<file path="config.mk">
export PLATFORM = sky130hd
export DESIGN_NAME = rca_result_collector
export DESIGN_NICKNAME = d
export VERILOG_FILES = /design/src/rtl/rca_result_collector.sv
export SDC_FILE = /design/constraint.sdc
export NUM_CORES = 1
export LEC_CHECK = 0
export BUFFER_PORTS_ARGS = -buffer_cell sky130_fd_sc_hd__buf_2
export CAP_MARGIN = 20
export CORE_MARGIN = 4
export CORE_UTILIZATION = 30
export DETAILED_ROUTE_END_ITERATION = 6
export GPL_TIMING_DRIVEN = 0
export PLACE_DENSITY = 0.47
export SETUP_SLACK_MARGIN = 0.3
export SYNTH_ARGS = -nofsm -noshare
export SYNTH_HDL_FRONTEND = slang
export SYNTH_SLANG_ARGS = --single-unit
export TNS_END_PERCENT = 1
</file>
<file path="constraint.sdc">
create_clock -name clk -period 12.7 [get_ports clk]
set_input_delay 0 -clock clk [delete_from_list [all_inputs] [get_ports clk]]
set_output_delay 0 -clock clk [all_outputs]
set_load 0.02 [all_outputs]
</file>
<file path="src/rtl/rca_result_collector.sv">
// ============================================================================
// Module   : rca_result_collector
// Purpose  : Pairs in-order slot results with issued instruction IDs and
//            presents tagged results to writeback over a valid/ack handshake.
// Revision : 1.0
// ============================================================================
`default_nettype none

module rca_result_collector #(
    parameter int XLEN  = 32,
    parameter int DEPTH = 8,
    parameter int ID_W  = 3,
    parameter int CNT_W = $clog2(DEPTH + 1)
) (
    input  logic             clk,
    input  logic             rst,
    input  logic             flush,
    input  logic             issue_valid,
    input  logic [ID_W-1:0]  issue_id,
    output logic             issue_ready,
    input  logic             result_valid,
    input  logic [XLEN-1:0]  result_data,
    output logic             wb_valid,
    output logic [ID_W-1:0]  wb_id,
    output logic [XLEN-1:0]  wb_data,
    input  logic             wb_ack,
    output logic [CNT_W-1:0] outstanding,
    output logic             orphan_err,
    output logic             overflow_err
);

    localparam int               c_PTR_W = $clog2(DEPTH);
    localparam logic [CNT_W-1:0] c_FULL  = CNT_W'(DEPTH);

    logic [ID_W-1:0]    r_id_mem  [DEPTH];
    logic [XLEN-1:0]    r_res_mem [DEPTH];
    logic [c_PTR_W-1:0] r_id_wr;
    logic [c_PTR_W-1:0] r_id_rd;
    logic [c_PTR_W-1:0] r_res_wr;
    logic [c_PTR_W-1:0] r_res_rd;
    logic [CNT_W-1:0]   r_id_count;
    logic [CNT_W-1:0]   r_res_count;
    logic               r_orphan;
    logic               r_overflow;

    logic w_pop;
    logic w_id_push;
    logic w_res_push;
    logic w_res_drop;
    logic w_orphan;

    assign wb_valid     = (r_id_count != '0) && (r_res_count != '0);
    assign issue_ready  = (r_id_count != c_FULL);
    assign wb_id        = r_id_mem[r_id_rd];
    assign wb_data      = r_res_mem[r_res_rd];
    assign outstanding  = r_id_count;
    assign orphan_err   = r_orphan;
    assign overflow_err = r_overflow;

    assign w_pop      = wb_valid && wb_ack;
    assign w_id_push  = issue_valid && issue_ready;
    // A full result queue still accepts when the head leaves in the same cycle.
    assign w_res_drop = result_valid && (r_res_count == c_FULL) && !w_pop;
    assign w_res_push = result_valid && !w_res_drop;
    assign w_orphan   = result_valid && ((r_id_count - CNT_W'(w_pop)) == '0) && !w_id_push;

    always_ff @(posedge clk) begin
        if (rst || flush) begin
            r_id_wr     <= '0;
            r_id_rd     <= '0;
            r_res_wr    <= '0;
            r_res_rd    <= '0;
            r_id_count  <= '0;
            r_res_count <= '0;
        end else begin
            if (w_id_push) begin
                r_id_wr <= r_id_wr + c_PTR_W'(1);
            end
            if (w_res_push) begin
                r_res_wr <= r_res_wr + c_PTR_W'(1);
            end
            if (w_pop) begin
                r_id_rd  <= r_id_rd + c_PTR_W'(1);
                r_res_rd <= r_res_rd + c_PTR_W'(1);
            end
            r_id_count  <= r_id_count + CNT_W'(w_id_push) - CNT_W'(w_pop);
            r_res_count <= r_res_count + CNT_W'(w_res_push) - CNT_W'(w_pop);
        end
    end

    // Storage needs no reset: pointers and counts define what is valid.
    always_ff @(posedge clk) begin
        if (!rst && !flush) begin
            if (w_id_push) begin
                r_id_mem[r_id_wr] <= issue_id;
            end
            if (w_res_push) begin
                r_res_mem[r_res_wr] <= result_data;
            end
        end
    end

    // Sticky flags survive flush; a result lost to flush raises nothing.
    always_ff @(posedge clk) begin
        if (rst) begin
            r_orphan   <= 1'b0;
            r_overflow <= 1'b0;
        end else if (!flush) begin
            if (w_orphan) begin
                r_orphan <= 1'b1;
            end
            if (w_res_drop) begin
                r_overflow <= 1'b1;
            end
        end
    end

endmodule

`default_nettype wire

</file>
==> results of run 1 <==
-- per-layer routing --
layer  wire, µm  vias up  GRT usage (%)
li1           -     2783              -
met1      12040     3179          16.23
met2      13090      139          20.44
met3       1410       35          2.646
met4        432        2          2.790
met5          7        -              0
-- cells by family (layout without fill, tap and decap cells) --
logic type                 Yosys count  after routing  share of synthesized area [%]
DFF                                308            308                          73.63
muxes                              116            116                          17.64
AOI/OAI and AO/OA                   19             19                          1.140
xor gates and xnor gates             2              2                         0.1438
adders and majority gates           20             20                          2.178
buffers and inverters               41            260                          1.921
and+or+nand+nor                     73             73                          3.349
other                                0              1                              0
-- path summary, 6_finish.rpt --
path              slack [ps]            start  depth (start not counted)               end
setup / recovery        9510   outstanding[2]                         10  r_res_mem[1][23]
hold / removal           290  result_data[13]                          2  r_res_mem[2][13]
setup reg to reg        9510   outstanding[2]                         10  r_res_mem[1][23]
hold reg to reg          480      r_res_rd[2]                          2       r_res_rd[2]
-- worst max-delay path, delay by kind of cell, from the launching register on --
| kind | cells | cell delay (ps) |
|---|---|---|
| adders and majority gates | 1 | 210 |
| and+or+nand+nor | 2 | 900 |
| AOI/OAI and AO/OA | 1 | 260 |
| buffers and inverters | 6 | 1090 |
| DFF | 1 | 410 |
-- cells in the mapped netlist (all sizes together), types with 2 or more instances --
| cell | count | area (µm²) |
|---|---|---|
| a21bo | 2 | 20.02 |
| a21oi | 6 | 30.03 |
| a41o | 2 | 20.02 |
| and2 | 4 | 25.02 |
| buf | 20 | 153.9 |
| clkbuf | 7 | 27.52 |
| dfxtp | 28 | 560.5 |
| edfxtp | 280 | 8408 |
| fa | 2 | 40.04 |
| ha | 18 | 225.2 |
| inv | 14 | 52.55 |
| mux2 | 35 | 394.1 |
| mux2i | 11 | 110.1 |
| mux4 | 70 | 1644 |
| nand2 | 18 | 67.56 |
| nand3 | 3 | 15.01 |
| nand3b | 4 | 30.03 |
| nand4 | 2 | 12.51 |
| nand4b | 2 | 17.52 |
| nor2 | 11 | 41.29 |
| nor3 | 6 | 30.03 |
| nor3b | 8 | 65.06 |
| o22ai | 2 | 12.51 |
| o31ai | 2 | 15.01 |
| or3 | 7 | 43.79 |
| or4 | 2 | 15.01 |
-- per-stage QoR --
| step | setup WS [ps] | utilization, % |
|---|---|---|
| 2_1_floorplan | 8424 | - |
| 3_3_place_gp | 5237 | 33.19 |
| 3_5_place_dp | 9518 | 34.32 |
| 4_1_cts | 9478 | 37.99 |
| 5_1_grt | 9378 | 38.00 |
| 6_report | 9508 | 38.00 |
-- sequential cells by signal (all words and copies together) (netlist names), 3 cells and up, named ones only --
name	count
outstanding	4
r_res_mem	256
r_id_mem	24
r_id_wr	3
r_res_wr	3
r_id_rd	3
r_res_rd	3
r_res_count	4
-- power by group through the flow --
stage                     combinational (W)  clock [W]  sequential, W
after detailed placement          0.0000705          0        0.00114
final                             0.0000796   0.000926        0.00112
after global routing              0.0000875   0.000994        0.00112
after CTS                         0.0000814   0.000953        0.00112
after global placement            0.0000643          0        0.00114
after floorplan                   0.0000344          0        0.00114
-- layout by cell type, fill, tap and decap left out, types with 14 or more instances in the layout --
master,netlist,routed
sky130_fd_sc_hd__buf_2,7,89
sky130_fd_sc_hd__buf_6,5,32
sky130_fd_sc_hd__clkbuf_16,0,35
sky130_fd_sc_hd__dfxtp_1,28,28
sky130_fd_sc_hd__dlygate4sd3_1,0,41
sky130_fd_sc_hd__edfxtp_1,280,280
sky130_fd_sc_hd__ha_1,18,18
sky130_fd_sc_hd__inv_1,14,14
sky130_fd_sc_hd__mux2_2,35,35
sky130_fd_sc_hd__mux4_1,18,18
sky130_fd_sc_hd__mux4_2,52,52
sky130_fd_sc_hd__nand2_1,18,18
-- area by class of cell --
cell class | count | area [µm²] | area share, %
flip-flops and latches | 308 | 8969 | 59.13
multi-input cells | 230 | 3018 | 19.90
repair buffers | 158 | 1230 | 8.109
clock buffers | 40 | 894.6 | 5.898
well taps | 525 | 656.9 | 4.331
plain buffers | 27 | 181.4 | 1.196
clock inverters | 21 | 162.7 | 1.072
inverters | 14 | 52.55 | 0.3465
diodes | 1 | 2.502 | 0.01650
-- timing repair --
action,4_1_cts,5_1_grt
endpoints found under the hold margin,297,0
hold buffers,41,0
endpoints found under the setup margin,0,0
setup buffers,0,0
==> metrics.txt, run 1 <==
# TYPE chip_impl_metric gauge
chip_impl_metric{name="final_antenna_net_count",unit=""} 0
chip_impl_metric{name="first_global_vias",unit=""} 6643
chip_impl_info{name="cell_by_cell_trace_of_the_critical_path",value="inv_1 -> ha_1 -> nor3b_2 -> o22a_1 -> buf_2 -> nor3b_2 -> buf_6 -> buf_8 -> buf_8 -> buf_6"} 1
chip_impl_metric{name="die_y",unit="µm"} 209.5
chip_impl_metric{name="cts.path.max_buffers",unit=""} 3
chip_impl_metric{name="globalRouteTotalUtil",unit="%"} 12.14
chip_impl_metric{name="synth.ff_latch_count",unit=""} 308
chip_impl_metric{name="detail_route.drc_violations",unit=""} 0
chip_impl_info{name="outcome",value="finished, final reports clean"} 1
chip_impl_metric{name="fin_hold_ws",unit="ps"} 295.0
chip_impl_metric{name="synth_warnings",unit=""} 0
chip_impl_info{name="end_kind",value="flip-flop"} 1
chip_impl_info{name="cts_tree",value="yes"} 1
chip_impl_metric{name="synthesis.area_per_instance",unit="µm²"} 21.04
chip_impl_metric{name="synthesis.instances",unit=""} 579
chip_impl_metric{name="viasPerCell",unit=""} 4.636
chip_impl_metric{name="cts_htree_levels",unit=""} 2
chip_impl_metric{name="power.switching",unit="W"} 0.0004272
chip_impl_metric{name="setup-tns-final",unit="ps"} 0
chip_impl_metric{name="detailedRoute.firstIterationViolations",unit=""} 395
chip_impl_metric{name="gpl.final_weighted_congestion",unit=""} 0.7129
chip_impl_metric{name="first_pass_iters",unit=""} 4
chip_impl_metric{name="ys_async_sr_fraction",unit="%"} 0
chip_impl_metric{name="numCtsBuffers",unit=""} 35
chip_impl_metric{name="post-dp-hpwl",unit="mm"} 18.68
chip_impl_metric{name="globalRouteOverflowTotal",unit=""} 0
chip_impl_metric{name="syn-cell-area",unit="µm²"} 12180
chip_impl_metric{name="power.sequential.fraction",unit="%"} 52.6
chip_impl_metric{name="proportion_of_synthesized_chip_area_in_sequential_cells",unit="%"} 73.63
chip_impl_info{name="timing.critical_path.from_type",value="flip-flop"} 1
chip_impl_metric{name="arrival",unit="ps"} 3410
chip_impl_metric{name="post_cts_resized",unit=""} 0
chip_impl_metric{name="power_leakage",unit="nW"} 5.012
chip_impl_metric{name="synth_enable_flop_cells",unit=""} 280
chip_impl_metric{name="irDropWorstVdd",unit="mV"} 0.07200
chip_impl_metric{name="start_util",unit="%"} 30.52
chip_impl_metric{name="top_level_ports",unit=""} 84
chip_impl_metric{name="maxSlewHeadroom",unit="%"} 36.79
chip_impl_info{name="grt_setup_unrepaired",value="false"} 1
chip_impl_metric{name="total_power",unit="W"} 0.002121
chip_impl_metric{name="cell_area_placed",unit="µm²"} 13700
chip_impl_metric{name="cap_violations",unit=""} 0
chip_impl_metric{name="fp.coreArea",unit="µm²"} 39910
chip_impl_metric{name="placement.io_buffers",unit=""} 82
chip_impl_metric{name="netSwitchingFraction",unit="%"} 20.14
chip_impl_metric{name="number_of_nets_produced_by_synthesis",unit=""} 640
chip_impl_metric{name="tightestPinTransition",unit="ps"} 943.0
chip_impl_metric{name="post_synth_num_cell_types",unit=""} 45
chip_impl_metric{name="floorplan.rows",unit=""} 73
chip_impl_info{name="cts.root.buffer_cell",value="sky130_fd_sc_hd__clkbuf_16"} 1
chip_impl_metric{name="powerDensity",unit="nW/µm²"} 139.9
chip_impl_metric{name="period_utilization",unit="%"} 25.14
chip_impl_metric{name="totalWireLength",unit="mm"} 26.98
chip_impl_metric{name="largest_fanout_of_any_net_on_the_critical_path",unit=""} 10
chip_impl_metric{name="vias",unit=""} 6138
chip_impl_metric{name="maxSlewViolCount",unit=""} 0
chip_impl_info{name="critPathKind",value="reg2reg"} 1
chip_impl_metric{name="cts.clk_slew.worst_paths",unit="ps"} 60
chip_impl_metric{name="drive_gt1_share",unit="%"} 35.09
chip_impl_metric{name="cell_total_after_placement",unit=""} 1221
chip_impl_metric{name="die_area",unit="µm²"} 43890
chip_impl_metric{name="part_of_the_total_power_dissipated_in_the_clock_network",unit="%"} 43.7
chip_impl_metric{name="internal_power",unit="W"} 0.001694
chip_impl_metric{name="fin_nets",unit=""} 835
chip_impl_metric{name="numClockSinks",unit=""} 308
chip_impl_metric{name="clock_latency_at_the_later_pin_of_the_worst_skew_pair",unit="ps"} 520
chip_impl_metric{name="grt_max_degree",unit=""} 14
chip_impl_metric{name="fin_crit",unit="ps"} 3192
chip_impl_metric{name="layout_filler_cell_count",unit=""} 3606
chip_impl_metric{name="p_comb_share",unit="%"} 3.8
chip_impl_metric{name="post_layout_cell_count",unit=""} 1324
chip_impl_metric{name="critical-path-max-stage-delay",unit="ps"} 690
chip_impl_metric{name="hold_violations",unit=""} 0
chip_impl_metric{name="critical_path_required",unit="ps"} 12920
chip_impl_metric{name="drt_wl_cell",unit="µm"} 20.37
chip_impl_info{name="ys.flop_type",value="sky130_fd_sc_hd__edfxtp_1"} 1
chip_impl_metric{name="first_pass_grt_wire_length",unit="mm"} 40.60
chip_impl_metric{name="number_of_setup_violations_in_the_final_report",unit=""} 0
chip_impl_metric{name="area_growth",unit="%"} 24.52
chip_impl_metric{name="final_instance_area",unit="µm²"} 15170
chip_impl_info{name="worst_hold_path_class",value="in2reg"} 1
chip_impl_metric{name="timing.clock.skew",unit="ps"} 15.06
chip_impl_metric{name="die_x",unit="µm"} 209.5
chip_impl_metric{name="max_freq",unit="MHz"} 313.2
chip_impl_info{name="timing.critical_path.slowest_stage_cell",value="sky130_fd_sc_hd__nor3b_2"} 1
chip_impl_metric{name="grt_antenna_before_repair",unit=""} 2
Power figures use the tool's default switching activity.
==> run 2, diff against run 1 <==
Clock period 12.7 ns to 3.3 ns, I/O delays scaled along.
==> run 2 against run 1 <==
Maximum frequency rose by 11%. Setup slack got worse by 9100 ps. Sequential cell count did not move. Combinational power rose to 3.9 times the previous value. Hold slack improved by 12 ps.
==> metrics.txt, run 2 (synthesized netlist as in run 1, its figures left out) <==
# TYPE chip_impl_metric gauge
chip_impl_info{name="path_delay_family",value="adder cells"} 1
chip_impl_metric{name="reg2reg_slack",unit="ps"} 430
chip_impl_info{name="timing.critical_path.slowest_stage_cell",value="sky130_fd_sc_hd__fa_1"} 1
chip_impl_metric{name="critical-path-max-stage-delay",unit="ps"} 410
chip_impl_metric{name="first_global_vias",unit=""} 6652
chip_impl_metric{name="gpl.final_weighted_congestion",unit=""} 0.7373
chip_impl_info{name="registers.top_by_ff_count",value="r_res_mem"} 1
chip_impl_metric{name="start_util",unit="%"} 30.52
chip_impl_metric{name="globalRouteOverflowTotal",unit=""} 0
chip_impl_info{name="end_kind",value="flip-flop"} 1
chip_impl_metric{name="cap_violations",unit=""} 0
chip_impl_metric{name="hold_violations",unit=""} 0
chip_impl_metric{name="fin_crit",unit="ps"} 2872
chip_impl_metric{name="post-cts-setup-buffers",unit=""} 0
chip_impl_metric{name="detail_route.drc_violations",unit=""} 0
chip_impl_info{name="timing.critical_path.from_type",value="flip-flop"} 1
chip_impl_metric{name="numClockSinks",unit=""} 308
chip_impl_metric{name="first_pass_grt_wire_length",unit="mm"} 40.74
chip_impl_metric{name="cts.clk_slew.worst_paths",unit="ps"} 60
chip_impl_metric{name="maxSlewViolCount",unit=""} 0
chip_impl_metric{name="viasPerCell",unit=""} 4.710
chip_impl_info{name="registers_with_the_most_flip_flops",value="r_res_mem: 256 flops, r_id_mem: 24 flops"} 1
chip_impl_metric{name="layout_filler_cell_count",unit=""} 3621
chip_impl_metric{name="tightestPinTransition",unit="ps"} 993.7
chip_impl_metric{name="largest_fanout_of_any_net_on_the_critical_path",unit=""} 10
chip_impl_metric{name="drive_gt1_share",unit="%"} 33.08
chip_impl_metric{name="buf_inv_stages_crit_path",unit=""} 3
chip_impl_metric{name="fp.coreArea",unit="µm²"} 39910
chip_impl_metric{name="wl_met1",unit="mm"} 11.28
chip_impl_metric{name="cts_htree_levels",unit=""} 2
chip_impl_metric{name="clock_latency_at_the_later_pin_of_the_worst_skew_pair",unit="ps"} 510
chip_impl_metric{name="number_of_setup_violations_in_the_final_report",unit=""} 0
chip_impl_metric{name="post_layout_cell_count",unit=""} 1305
chip_impl_metric{name="antenna_cells_inserted",unit=""} 0
chip_impl_info{name="critPathKind",value="reg2reg"} 1
chip_impl_metric{name="routed-wl-met3",unit="mm"} 1.328
chip_impl_metric{name="max_freq",unit="MHz"} 348.2
chip_impl_metric{name="powerDensity",unit="nW/µm²"} 536.2
chip_impl_info{name="cpMostUsedCell",value="sky130_fd_sc_hd__ha_1"} 1
chip_impl_metric{name="seq_area",unit="µm²"} 8969
chip_impl_metric{name="first_pass_iters",unit=""} 4
chip_impl_metric{name="top_level_ports",unit=""} 84
chip_impl_metric{name="cell_total_after_placement",unit=""} 1202
chip_impl_metric{name="floorplan.rows",unit=""} 73
chip_impl_metric{name="multi_input_comb_area",unit="µm²"} 3079
chip_impl_metric{name="die_y",unit="µm"} 209.5
chip_impl_metric{name="detailedRoute.firstIterationViolations",unit=""} 281
chip_impl_metric{name="number_of_cells_on_the_worst_reg_to_reg_path",unit=""} 10
chip_impl_metric{name="irDropWorstVdd",unit="mV"} 0.3320
chip_impl_info{name="maxUsedRoutingLayer",value="met5"} 1
chip_impl_metric{name="critical_path_cell_count",unit=""} 10
chip_impl_metric{name="largest_register_ff_count",unit=""} 256
chip_impl_info{name="cts.root.buffer_cell",value="sky130_fd_sc_hd__clkbuf_16"} 1
chip_impl_metric{name="timing.clock.skew",unit="ps"} 10.28
chip_impl_metric{name="critical_path_required",unit="ps"} 3690
chip_impl_metric{name="grt_max_degree",unit=""} 14
chip_impl_metric{name="power_leakage",unit="nW"} 4.981
chip_impl_metric{name="grt_antenna_before_repair",unit=""} 1
chip_impl_metric{name="totalWireLength",unit="mm"} 27.16
chip_impl_info{name="worst_hold_path_class",value="in2reg"} 1
chip_impl_metric{name="die_x",unit="µm"} 209.5
chip_impl_info{name="grt_setup_unrepaired",value="true"} 1
chip_impl_metric{name="final_antenna_net_count",unit=""} 0
chip_impl_metric{name="die_area",unit="µm²"} 43890
chip_impl_metric{name="placement.io_buffers",unit=""} 82
chip_impl_metric{name="area_growth",unit="%"} 24.60
chip_impl_metric{name="drt_wl_cell",unit="µm"} 20.81
chip_impl_metric{name="period_utilization",unit="%"} 87.04
chip_impl_metric{name="met2_wirelength",unit="mm"} 14.16
chip_impl_metric{name="fin_hold_ws",unit="ps"} 307.5
chip_impl_info{name="layout_common_cells",value="sky130_fd_sc_hd__edfxtp_1 (280), sky130_fd_sc_hd__buf_2 (89), sky130_fd_sc_hd__mux4_2 (52)"} 1
chip_impl_info{name="outcome",value="finished, final reports clean"} 1
chip_impl_metric{name="numCtsBuffers",unit=""} 35
chip_impl_info{name="cell_by_cell_trace_of_the_critical_path",value="inv_1 -> ha_1 -> nor3b_4 -> o22a_1 -> buf_2 -> ha_1 -> inv_1 -> ha_1 -> fa_1 -> and2_1"} 1
chip_impl_info{name="most_common_library_cell_in_the_layout_ignoring_fill_and_taps",value="sky130_fd_sc_hd__edfxtp_1"} 1
chip_impl_metric{name="globalRouteTotalUtil",unit="%"} 12.21
chip_impl_metric{name="arrival",unit="ps"} 3270
chip_impl_info{name="cts_tree",value="yes"} 1
chip_impl_metric{name="vias",unit=""} 6146
chip_impl_metric{name="post-dp-hpwl",unit="mm"} 17.67
chip_impl_metric{name="fin_nets",unit=""} 817
chip_impl_metric{name="hold-path-cell-count",unit=""} 2
chip_impl_metric{name="maxSlewHeadroom",unit="%"} 33.68
chip_impl_metric{name="cts.path.max_buffers",unit=""} 3
==> run 2: path summary, 6_finish.rpt <==
path / from / to
min reg2reg: r_id_rd[2] / flip-flop
max reg2reg: outstanding[2] / r_res_count[1]
max: outstanding[2] / r_res_count[1]
min: result_data[13] / r_res_mem[5][13]
==> run 2: worst reg2reg max path, stage by stage (launching register included) <==
cell and delay (ps):
sky130_fd_sc_hd__dfxtp_1 330, sky130_fd_sc_hd__inv_1 130, sky130_fd_sc_hd__ha_1 170, sky130_fd_sc_hd__nor3b_4 370, sky130_fd_sc_hd__o22a_1 260, sky130_fd_sc_hd__buf_2 400
sky130_fd_sc_hd__ha_1 320, sky130_fd_sc_hd__inv_1 60, sky130_fd_sc_hd__ha_1 180, sky130_fd_sc_hd__fa_1 410, sky130_fd_sc_hd__and2_1 140
==> run 2: timing repair <==
action                                  4_1_cts  5_1_grt
pin swaps                                     0        0
hold buffers                                 42        0
endpoints found under the setup margin        3       30
resized for setup                             1        1
hold endpoints to repair                    297        0
==> run 2: metrics by stage <==
stage	setup slack [ps]	area [µm²]	total power, W	TNS [ps]	util, %
after floorplan	119.2	12220	0.004512	0	-
after global placement	-1547	13290	0.004624	-365050	33.29
after detailed placement	282.3	13690	0.004651	0	34.30
after CTS	384.8	15170	0.008255	0	38.01
after global routing	95.75	15180	0.008436	0	38.02
final	427.8	15180	0.008138	0	38.02
==> run 2: final cells by class <==
| type | count | share of cell area (%) |
|---|---|---|
| Tap cell | 525 | 4.328 |
| Inverter | 14 | 0.3462 |
| Multi-Input combinational cell | 230 | 20.29 |
| Clock buffer | 39 | 6.010 |
| Buffer | 27 | 1.195 |
| Sequential cell | 308 | 59.09 |
| Timing Repair Buffer | 140 | 7.799 |
| Clock inverter | 22 | 0.9398 |
==> run 2: power by group <==
part	internal (W)	switching, W
registers	0.00428	0.0000120
clock network	0.00207	0.00146
logic	0.000137	0.000178
==> run 2: per-layer routing <==
| layer | vias up | global-route usage, % |
|---|---|---|
| met5 | - | 0 |
| met4 | 2 | 2.633 |
| met3 | 35 | 2.601 |
| met2 | 135 | 21.79 |
| met1 | 3215 | 15.37 |
| li1 | 2759 | - |
